===== src/rtl/chunked_adder_nbits.sv =====
// Multi-cycle adder/subtractor: adds two WIDTH-bit operands CHUNK bits per clock,
// LSB chunk first, chaining the carry between cycles through a register.
module chunked_adder_nbits #(
  parameter int unsigned WIDTH = 16,
  parameter int unsigned CHUNK = 4
) (
  input  logic             clk,
  input  logic             rst_n,
  input  logic             start,
  input  logic             sub,
  input  logic [WIDTH-1:0] a,
  input  logic [WIDTH-1:0] b,
  input  logic             c_in,
  output logic             busy,
  output logic             done,
  output logic [WIDTH-1:0] sum,
  output logic             c_out,
  output logic             ovf
);

  localparam int unsigned N     = WIDTH / CHUNK;
  localparam int unsigned IDX_W = (N > 1) ? $clog2(N) : 1;

  localparam logic [0:0] S_IDLE = 1'b0;
  localparam logic [0:0] S_RUN  = 1'b1;

  logic [0:0]       state_q, state_d;
  logic [IDX_W-1:0] idx_q, idx_d;
  logic             carry_q, carry_d;
  logic [WIDTH-1:0] opa_q, opa_d;
  logic [WIDTH-1:0] opb_q, opb_d;
  logic [WIDTH-1:0] res_q, res_d;
  logic             busy_q, busy_d;
  logic             done_q, done_d;
  logic [WIDTH-1:0] sum_q, sum_d;
  logic             c_out_q, c_out_d;
  logic             ovf_q, ovf_d;

  int unsigned      base;
  logic [CHUNK-1:0] a_sl, b_sl, chunk;
  logic             chunk_c;
  logic             msb_cin;
  logic             last;

  // One chunk of the ripple: slice select, add, and carry into the chunk MSB.
  always_comb begin
    base    = 32'(idx_q) * CHUNK;
    a_sl    = opa_q[base +: CHUNK];
    b_sl    = opb_q[base +: CHUNK];
    {chunk_c, chunk} = (CHUNK+1)'(a_sl) + (CHUNK+1)'(b_sl) + (CHUNK+1)'(carry_q);
    msb_cin = a_sl[CHUNK-1] ^ b_sl[CHUNK-1] ^ chunk[CHUNK-1];
    last    = (idx_q == IDX_W'(N - 1));
  end

  // Next-state and datapath update.
  always_comb begin
    state_d = state_q;
    idx_d   = idx_q;
    carry_d = carry_q;
    opa_d   = opa_q;
    opb_d   = opb_q;
    res_d   = res_q;
    busy_d  = busy_q;
    done_d  = 1'b0;
    sum_d   = sum_q;
    c_out_d = c_out_q;
    ovf_d   = ovf_q;

    case (state_q)
      S_IDLE: begin
        if (start) begin
          opa_d   = a;
          opb_d   = sub ? ~b : b;
          carry_d = sub ? ~c_in : c_in;
          idx_d   = '0;
          busy_d  = 1'b1;
          state_d = S_RUN;
        end
      end
      S_RUN: begin
        res_d[base +: CHUNK] = chunk;
        carry_d = chunk_c;
        idx_d   = idx_q + IDX_W'(1);
        if (last) begin
          sum_d   = res_d;
          c_out_d = chunk_c;
          ovf_d   = msb_cin ^ chunk_c;
          idx_d   = '0;
          busy_d  = 1'b0;
          done_d  = 1'b1;
          state_d = S_IDLE;
        end
      end
      default: state_d = S_IDLE;
    endcase
  end

  always_ff @(posedge clk) begin
    if (!rst_n) begin
      state_q <= S_IDLE;
      idx_q   <= '0;
      carry_q <= 1'b0;
      opa_q   <= '0;
      opb_q   <= '0;
      res_q   <= '0;
      busy_q  <= 1'b0;
      done_q  <= 1'b0;
      sum_q   <= '0;
      c_out_q <= 1'b0;
      ovf_q   <= 1'b0;
    end else begin
      state_q <= state_d;
      idx_q   <= idx_d;
      carry_q <= carry_d;
      opa_q   <= opa_d;
      opb_q   <= opb_d;
      res_q   <= res_d;
      busy_q  <= busy_d;
      done_q  <= done_d;
      sum_q   <= sum_d;
      c_out_q <= c_out_d;
      ovf_q   <= ovf_d;
    end
  end

  assign busy  = busy_q;
  assign done  = done_q;
  assign sum   = sum_q;
  assign c_out = c_out_q;
  assign ovf   = ovf_q;

endmodule


===== config.mk =====
export PLATFORM = sky130hd
export DESIGN_NAME = chunked_adder_nbits
export DESIGN_NICKNAME = d
export VERILOG_FILES = /design/src/rtl/chunked_adder_nbits.sv
export SDC_FILE = /design/constraint.sdc
export NUM_CORES = 1
export LEC_CHECK = 0
export BUFFER_PORTS_ARGS = -buffer_cell sky130_fd_sc_hd__buf_4
export CAP_MARGIN = 10
export CORE_UTILIZATION = 55
export CTS_BUF_LIST = sky130_fd_sc_hd__clkbuf_16
export CTS_CLUSTER_DIAMETER = 150
export DETAILED_ROUTE_END_ITERATION = 10
export GPL_TIMING_DRIVEN = 0
export PLACE_DENSITY = 0.88
export SYNTH_ARGS = -nofsm -noshare
export SYNTH_HDL_FRONTEND = slang
export SYNTH_SLANG_ARGS = --single-unit
export TNS_END_PERCENT = 30

===== constraint.sdc =====
create_clock -name clk -period 5.2 [get_ports clk]
set_input_delay 0.26 -clock clk [delete_from_list [all_inputs] [get_ports clk]]
set_output_delay 0.26 -clock clk [all_outputs]
set_load 0.02 [all_outputs]

==> results.md <==
- Hpwl dp: 5460 microns
- Clock buffer depth: 2
- Die height: 80.3 microns
- P&R area growth vs syn: 22.0%
- Post-Synth Simple-Gate Area: between 10% and 20%
- Crit. End Element: flip-flop
- Post-synthesis sequential area ratio: 42.7%
- Yosys top cell area share: 42.7%
- Synth top area cells: dfxtp_1 (43%), nand2_1 (6.7%), mux4_2 (5.3%), o211a_1 (4.7%), xnor2_1 (4.7%)
- Crit-path max cell delay: 570 ps
- Total leakage power: 1.78 nW
- 1st-iter DRT viols: 214
- Asr flop ratio synth: 0%
- WP buf/inv: 1
- Worst-Margin Slew: roughly 540 ps
- Post-synth EDFFs: 0
- Yosys cell types: 41
- PD cells: between 300 and 400 mW/mm^2
- Setup-failing EPs final: 0
- Slew Limit Headroom: roughly 64%
- H-tree Lvls: 3
- CTS buffer count: 9
- Avg Synthesized Cell Area: approximately 10 sq um
- Largest net degree at the start of global routing: 11
- Min Tclk post-route: 3170 ps
- Synth Net Count: about 380
- Core area: 0.00592 sq mm
- Total GRT Usage: 26.5%
- Fin. max-slew vios: 0
- CP dominant cell by count: fa_1
- Hold_buf cts: 0
- Final wirelength: roughly 7600 microns
- RePlAce Congestion: 0.833
- Cell row count: 28
- Cell Chain, Critical Path: buf_4 > mux4_2 > fa_1 > fa_1 > xnor2_2 > nor2b_4 > a22oi_1 > nor2b_1
- Worst-path clk slew: roughly 50 ps
- Period utilization: 61.0%
- Startpoint Class: flip-flop
- Vias in the first global route: between 2000 and 3000
- DRT antenna net count: 0
- Mean number of vias per cell: around 5.7
- Total Nets Final: 446
- Cell chosen for the clock root: clkbuf_16
- Power Total: 1.30 mW
- Compound-cell area share of the yosys netlist: 22.3%
- Post-Synthesis Cells: 333
- Hold Path Class: in2reg
- Seq cells post-synth: between 70 and 80
- Unrepaired setup endpoints after global routing: false
- Crit path kind: reg2reg
- Vias: 2730
- TritonRoute pass-1 iters: 6
- Die Wd: 80.3 microns
- Setup Buffers After CTS: 0
- Reg-to-reg slack, setup: between 2000 and 2500 ps
- Crit path max-delay family: adder cells
- Post-synthesis mux area share: 5.34%
- Residual DRC: 0
- Ports: 57
- CP max stage cell: mux4_2
- Die area: 0.00646 sq mm
- Clk_skew: 6.81 ps
- Antenna Cells: 0
- Total negative slack: 0 ps
- Synth Area in XOR/XNOR: between 5 and 6%
- Largest family of logic cells by synthesized area: compound AO/OA/AOI/OAI gates
- First-pass GRT wire length: 12800 microns
- Layout cell share with drive strength beyond 1: 25.2%
- Adder-Cell Fraction of Synth Area: 4.52%
- Post-route design area: between 0.004 and 0.005 sq mm
- CTS resizes: 0
- Top_reg_cell synth: dfxtp_1
- Initial antenna violation count: 0
- Required time of the critical path: between 5000 and 6000 ps
- GRT overflow: 0
- Initial Util: 57.0%
- # port buffers: 54
- Clk Latency, worst-skew pair: 330 ps
- WL per Instance: 15.9 microns
- Maximum VDD drop: 0.207 mV
- Dpl cell area: approximately 0.0039 sq mm
- YS warnings: 0
- Synth area leader: dfxtp_1
- Count of final hold-check violations: 0
- CTS tree: yes
- Critical path peak fanout: 10
- Max_cap viols: 0
- Fmax: 315 MHz
- Status: finished clean
- CP Data Arrival Time: 3390 ps
- Mapped Area: 0.00338 sq mm
- Clock Sinks: 72
layer usage:
layer	track usage, %	wire length [microns]
met5	0	0
met3	5.68	425
met2	44.4	3840
met1	31.0	3120
met4	15.2	210
worst reg2reg max path, stage by stage (launching register included):
cell and delay (ps):
dfxtp_1 510, buf_4 300, mux4_2 580, fa_1 460, fa_1 440, xnor2_2 400
nor2b_4 110, a22oi_1 200, nor2b_1 60
flip-flops by register name (all words and copies together), names as in the netlist:
register  cells
busy          1
c_out         1
carry_q       1
done          1
idx_q         2
opa_q        16
opb_q        16
ovf           1
res_q        16
state_q       1
sum          16
cell usage in the layout (no fill, tap or decap), types with 3 or more instances in the layout:
master     Yosys  routed
nand2_1       60      60
a22o_1        11      11
clkbuf_16      0       9
buf_4          8      62
ha_1           9       9
a21boi_1      17      17
clkbuf_1       7       7
inv_2          3       3
buf_2         10      10
dfxtp_1       72      72
o211a_1       16      16
xnor2_1       18      18
clkinv_1       0       3
o2bb2ai_1      3       3
mux4_2         8       8
o31ai_1        8       8
a22oi_1        8       8
inv_1          5       7
o21ai_1        7       7
nor2b_1       17      17
a32oi_1       12      12
nor2_1         3       3
nand3_1        7       7
worst paths after layout:
kind / startpoint / end / cells after the start
setup / recovery: idx_q[0]$_SDFFE_PN0P_ / res_q[10]$_SDFFE_PN0P_ / 8
hold / removal: a[2] / opa_q[2]$_SDFFE_PN0P_ / 3
setup reg to reg: idx_q[0]$_SDFFE_PN0P_ / res_q[10]$_SDFFE_PN0P_ / 8
hold reg to reg: sum[10]$_SDFFE_PN0P_ / sum[10]$_SDFFE_PN0P_ / 2
metrics by stage:
| step | setup WS, ps | hold slack, ps | instances | utilization (%) |
|---|---|---|---|---|
| 6_report | 2030 | 176 | 476 | 69.6 |
| 3_3_place_gp | 2120 | 438 | 462 | 65.4 |
| 2_1_floorplan | 2440 | 395 | 333 | - |
| 3_5_place_dp | 2060 | 445 | 462 | 65.4 |
| 4_1_cts | 2040 | 171 | 476 | 69.6 |
| 5_1_grt | 1920 | 186 | 476 | 69.6 |
area by class of cell:
| type | count | area (sq um) |
|---|---|---|
| Sequential cell | 72 | 1440 |
| Clock inverter | 5 | 18.8 |
| Timing Repair Buffer | 54 | 405 |
| Tap cell | 75 | 93.8 |
| Clock buffer | 9 | 225 |
| Inverter | 8 | 30.0 |
| Buffer | 25 | 136 |
| Multi-Input combinational cell | 228 | 1770 |
| Fill cell | 449 | 1800 |
power breakdown:
| group | internal, mW | switching, mW |
|---|---|---|
| Clock | 0.308 | 0.212 |
| Sequential | 0.574 | 0.0135 |
| Combinational | 0.0876 | 0.106 |
| Total | 0.970 | 0.331 |
synthesized netlist by cell type, types with 2 or more instances:
| master | instances |
|---|---|
| dfxtp_1 | 72 |
| nand2_1 | 60 |
| xnor2_1 | 18 |
| a21boi_1 | 17 |
| nor2b_1 | 17 |
| o211a_1 | 16 |
| a32oi_1 | 12 |
| a22o_1 | 11 |
| buf_2 | 10 |
| ha_1 | 9 |
| a22oi_1 | 8 |
| buf_4 | 8 |
| mux4_2 | 8 |
| o31ai_1 | 8 |
| clkbuf_1 | 7 |
| nand3_1 | 7 |
| o21ai_1 | 7 |
| inv_1 | 5 |
| inv_2 | 3 |
| nor2_1 | 3 |
| o2bb2ai_1 | 3 |
| a21o_1 | 2 |
| a21oi_1 | 2 |
| fa_1 | 2 |
| o21a_1 | 2 |
logic make-up (layout without fill, tap and decap cells):
family	Yosys count	count (layout)
AND/OR/NAND/NOR	97	97
AO/OA/AOI/OAI	92	92
flip-flops	72	72
buffers and inverters	33	101
XOR/XNOR	20	20
adder cells (fa/ha/maj)	11	11
multiplexers	8	8
Note: power is estimated with default switching activity, not from simulation.
